File: src/rtl/mem_bus_arbiter.sv
// Two-master arbiter for the data-memory/MMIO port: the CPU has priority, and a starvation
// counter guarantees the DMA master a slot. Optional macro ARB_MMIO_LOCK_EN blocks master 1 from MMIO.
module mem_bus_arbiter #(
    parameter int unsigned StarveMax = 4,
    parameter int unsigned CntW      = 3
) (
    input  logic        clk_i,
    input  logic        rst_ni,
    input  logic        m0_read_i,
    input  logic        m0_write_i,
    input  logic [31:0] m0_addr_i,
    input  logic [31:0] m0_wdata_i,
    output logic [31:0] m0_rdata_o,
    output logic        m0_stall_o,
    input  logic        m1_req_i,
    input  logic        m1_we_i,
    input  logic [31:0] m1_addr_i,
    input  logic [31:0] m1_wdata_i,
    output logic        m1_gnt_o,
    output logic [31:0] m1_rdata_o,
    output logic        m1_rvalid_o,
`ifdef ARB_MMIO_LOCK_EN
    output logic        m1_err_o,
`endif
    output logic [31:0] mem_addr_o,
    output logic [31:0] mem_wdata_o,
    output logic        mem_read_o,
    output logic        mem_write_o,
    input  logic [31:0] mem_rdata_i
);

    localparam logic [CntW-1:0] StarveMaxC = CntW'(StarveMax);

    typedef enum logic [0:0] {StIdle, StM1Xfer} state_e;

    state_e          state_q, state_d;
    logic [CntW-1:0] wait_cnt_q, wait_cnt_d;
    logic [31:0]     m1_rdata_q;
    logic            m1_rvalid_q;
    logic            m0_act;
    logic            m1_slot;
    logic            m1_blocked;

    assign m0_act  = m0_read_i | m0_write_i;
    assign m1_slot = (state_q == StM1Xfer);

`ifdef ARB_MMIO_LOCK_EN
    logic m1_err_q;

    // Timer/led/switch/digi register window, inclusive of the last register.
    assign m1_blocked = (m1_addr_i >= 32'h4000_0000) && (m1_addr_i <= 32'h4000_0014);
    assign m1_err_o   = m1_err_q;
`else
    assign m1_blocked = 1'b0;
`endif

    always_comb begin
        state_d    = StIdle;
        wait_cnt_d = wait_cnt_q;
        unique case (state_q)
            StIdle: begin
                if (m1_req_i && (!m0_act || wait_cnt_q == StarveMaxC)) begin
                    state_d    = StM1Xfer;
                    wait_cnt_d = '0;
                end else if (!m1_req_i) begin
                    wait_cnt_d = '0;
                end else if (wait_cnt_q != StarveMaxC) begin
                    wait_cnt_d = wait_cnt_q + CntW'(1);
                end
            end
            StM1Xfer: state_d = StIdle;
            default:  state_d = StIdle;
        endcase
    end

    always_comb begin
        if (m1_slot) begin
            mem_addr_o  = m1_addr_i;
            mem_wdata_o = m1_wdata_i;
            mem_read_o  = ~m1_we_i & ~m1_blocked;
            mem_write_o = m1_we_i & ~m1_blocked;
        end else begin
            mem_addr_o  = m0_addr_i;
            mem_wdata_o = m0_wdata_i;
            mem_read_o  = m0_read_i;
            mem_write_o = m0_write_i;
        end
    end

    assign m1_gnt_o    = m1_slot;
    assign m0_stall_o  = m1_slot & m0_act;
    assign m0_rdata_o  = mem_rdata_i;
    assign m1_rdata_o  = m1_rdata_q;
    assign m1_rvalid_o = m1_rvalid_q;

    always_ff @(posedge clk_i or negedge rst_ni) begin
        if (!rst_ni) begin
            state_q     <= StIdle;
            wait_cnt_q  <= '0;
            m1_rdata_q  <= '0;
            m1_rvalid_q <= 1'b0;
`ifdef ARB_MMIO_LOCK_EN
            m1_err_q    <= 1'b0;
`endif
        end else begin
            state_q     <= state_d;
            wait_cnt_q  <= wait_cnt_d;
            m1_rvalid_q <= m1_slot & ~m1_we_i;
            if (m1_slot && !m1_we_i) begin
                m1_rdata_q <= m1_blocked ? 32'h0 : mem_rdata_i;
            end
`ifdef ARB_MMIO_LOCK_EN
            m1_err_q    <= m1_slot & m1_blocked;
`endif
        end
    end

endmodule

File: config.mk
export PLATFORM = sky130hd
export DESIGN_NAME = mem_bus_arbiter
export DESIGN_NICKNAME = d
export VERILOG_FILES = /design/src/rtl/mem_bus_arbiter.sv
export SDC_FILE = /design/constraint.sdc
export NUM_CORES = 1
export LEC_CHECK = 0
export CAP_MARGIN = 20
export CELL_PAD_IN_SITES_DETAIL_PLACEMENT = 2
export CELL_PAD_IN_SITES_GLOBAL_PLACEMENT = 2
export CORE_UTILIZATION = 15
export CTS_BUF_LIST = sky130_fd_sc_hd__clkbuf_2 sky130_fd_sc_hd__clkbuf_4 sky130_fd_sc_hd__clkbuf_8
export DETAILED_ROUTE_END_ITERATION = 16
export PLACE_DENSITY_LB_ADDON = 0.1
export SLEW_MARGIN = 20
export SYNTH_ARGS = -nofsm -noshare
export SYNTH_HDL_FRONTEND = slang
export SYNTH_SLANG_ARGS = --single-unit
File: constraint.sdc
create_clock -name clk_i -period 1.9 [get_ports clk_i]
set_input_delay 0.19 -clock clk_i [delete_from_list [all_inputs] [get_ports clk_i]]
set_output_delay 0.19 -clock clk_i [all_outputs]
set_load 0.01 [all_outputs]
==> results.sh <==
export IMPL_synth_edf_count=0
export IMPL_cts_tree="yes"
export IMPL_skew_ns=0.00762
export IMPL_floorplan_rows=48
export IMPL_ios=299
export IMPL_ys_flop_type="dfrtp_1"
export IMPL_clock_sinks=37
export IMPL_hold_viol_final=0
export IMPL_crit_required_ns=1.71
export IMPL_grt_max_degree=28
export IMPL_power_density_nw_per_um2=596
export IMPL_cts_made_buffers=5
export IMPL_syn_instance_count=199
export IMPL_syn_area_um2=2630
export IMPL_synth_top_cell_area_share_pct=35.2
export IMPL_synth_warnings=0
export IMPL_wl_per_cell_um=18.7
export IMPL_floorplan_initialDensity_pct=15.3
export IMPL_port_buffers=298
export IMPL_htreeDepth=2
export IMPL_cp_arrival_ns=1.65
export IMPL_track_usage_pct=13.7
export IMPL_gp_congestion=0.730
export IMPL_fin_crit_sh_pct=96.7
export IMPL_drv_cap=0
export IMPL_post_route_drc_count=0
export IMPL_drv_slew=0
export IMPL_async_reset_ff_share_pct=100
export IMPL_min_path_type="primary input to async pin"
export IMPL_insertion_delay_ns=0.28
export IMPL_relSlewSlack_pct=71.3
export IMPL_grt_pass1_vias=2949
export IMPL_ys_seq_elements=37
export IMPL_synth_seq_area_share_pct=35.2
export IMPL_dpl_hpwl_mm=10.9
export IMPL_fp_dieH_um=134
export IMPL_path_max_fanout=21
export IMPL_cts_max_path_buffers=2
export IMPL_synthToLayoutAreaGrowth_pct=118
export IMPL_period_needed_ns=1.84
export IMPL_finalPower_mw=3.41
export IMPL_final_nets=642
export IMPL_worstSetupPathType="flop to output pin"
export IMPL_overflow=0
export IMPL_synth_area_top_cells="dfrtp_1 (35%), mux2_2 (29%), mux2_4 (17%), buf_4 (9.1%), buf_12 (2.3%)"
export IMPL_antenna_left=0
export IMPL_synth_distinct_cells=20
export IMPL_fmax_mhz=544
export IMPL_setup_viol=0
export IMPL_rsz0062_at_grt="no"
export IMPL_num_vias=2661
export IMPL_syn_num_nets=367
export IMPL_setup_tns_ns=0
export IMPL_worstMarginPinSlew_ns=0.430
export IMPL_drt_initial_drc_count=34
export IMPL_grt_pass1_wl_mm=18.7
export IMPL_synth_most_common_cell="mux2_2"
export IMPL_clockRootBuffer="clkbuf_8"
export IMPL_wl_mm=13.1
export IMPL_clk_pin_slew_ns=0.07
export IMPL_leakagePower_nw=2.35
export IMPL_nFillCells=1860
export IMPL_synthTopCellsByCount="mux2_2 (68), dfrtp_1 (37), buf_4 (32)"
export IMPL_synth_avg_cell_area_um2=13.2
export IMPL_vias_per_cell=3.80
export IMPL_fp_dieArea_um2=18000
export IMPL_grt_antenna_before_repair=1
export IMPL_cp_end_kind="output pin"
export IMPL_status="finished, final reports clean"
export IMPL_core_area_um2=17200
export IMPL_yosysTopAreaCell="dfrtp_1"
export IMPL_dr_pass1_iters=6
export IMPL_worst_ir_drop_vdd_mv=0.307
export IMPL_drive_gt1_share_pct=28.6
export IMPL_critPathLaunchType="flop"
export IMPL_die_x_um=134
==> flip-flops by register name, indices dropped and copies added (netlist names) <==
signal and flops:
m1_gnt_o 1, m1_rdata_o 32, m1_rvalid_o 1, wait_cnt_q 3
==> metal layers <==
metal / routed length [µm] / share of wire, % / track usage [%] / up-vias
li1: - / - / - / 1223
met1: 4730 / 36 / 14.6 / 1275
met2: 7060 / 54 / 26.8 / 157
met3: 1210 / 9.2 / 4.12 / 6
met4: 86 / 0.66 / 2.18 / 0
met5: 0 / 0 / 0 / -
==> final timing paths <==
check	start	cells after the start	to	slack, ns
min in group clk_i	m1_rdata_o[3]	1	m1_rdata_o[3]	0.52
setup / recovery	m1_gnt_o	4	mem_wdata_o[3]	0.06
hold reg to reg	m1_rdata_o[3]	1	m1_rdata_o[3]	0.52
setup reg to reg	m1_gnt_o	7	m1_rdata_o[6]	0.22
hold / removal	rst_ni	2	m1_rdata_o[15]	0.37
max in group asynchronous	rst_ni	3	m1_rdata_o[29]	1.05
==> logic make-up (layout without fill, tap and decap cells) <==
kind of cell / count (synthesis) / after routing / share of synthesized area (%)
mux: 97 / 97 / 45.7
buf+inv: 46 / 322 / 14.2
flops: 37 / 37 / 35.2
simple gates: 10 / 10 / 2.38
compound gates: 7 / 7 / 1.52
fa+ha+maj: 2 / 2 / 0.952
other cells: 0 / 1 / 0
==> final cells by class <==
type | instances | area (µm²) | share of cell area, %
Antenna cell | 1 | 2.50 | 0.0437
Inverter | 3 | 13.8 | 0.240
Clock inverter | 1 | 30.0 | 0.524
Clock buffer | 7 | 90.1 | 1.57
Timing Repair Buffer | 311 | 3060 | 53.3
Sequential cell | 37 | 927 | 16.2
Tap cell | 225 | 282 | 4.91
Multi-Input combinational cell | 116 | 1330 | 23.2
==> stage by stage <==
stage               area [µm²]  setup WS, ns  hold WS, ns  utilization [%]  cells
floorplan                 2630         0.570       -0.106                -    199
global placement          5620         0.149        0.155             32.7    684
global route              5730      0.000584        0.383             33.4    701
detailed placement        5620         0.121        0.157             32.7    684
finish                    5730        0.0623        0.370             33.4    701
CTS                       5720       -0.0822        0.378             33.3    698
==> cell usage in the layout (no fill, tap or decap) <==
cell type,n
inv_1,2
mux2_4,29
inv_4,1
mux2_2,68
clkdlybuf4s50_1,230
nand2_1,1
nor2_8,1
nor2_1,4
buf_6,1
diode_2,1
bufinv_16,1
dlygate4sd3_1,1
clkbuf_4,1
clkdlybuf4s15_2,1
nand3_1,2
and3_1,1
buf_4,4
nor3b_1,1
buf_12,6
dlygate4sd2_1,42
clkdlybuf4s15_1,10
buf_2,15
a21oi_1,2
a21o_1,1
clkbuf_8,6
o22ai_1,2
buf_16,1
dfrtp_2,1
dfrtp_1,36
ha_1,2
o21ai_0,2
==> power by group <==
part	total (mW)	switching (mW)	internal, mW
registers	1.07	0.104	0.968
logic	1.62	0.538	1.09
clock network	0.718	0.275	0.442
total	3.41	0.917	2.50
==> timing repair <==
action                                 CTS  global route
buffers inserted                         3             3
gates cloned                             2             0
resized for setup                      114            10
hold buffers                             1             0
setup endpoints to repair               66            11
endpoints found under the hold margin   15             0
==> worst max-delay path: stages, from the launching register on <==
cell	delay, ns
dfrtp_2	0.40
buf_4	0.13
buf_12	0.16
mux2_2	0.38
dlygate4sd2_1	0.29
No activity file was read; power rests on OpenSTA's default activity.
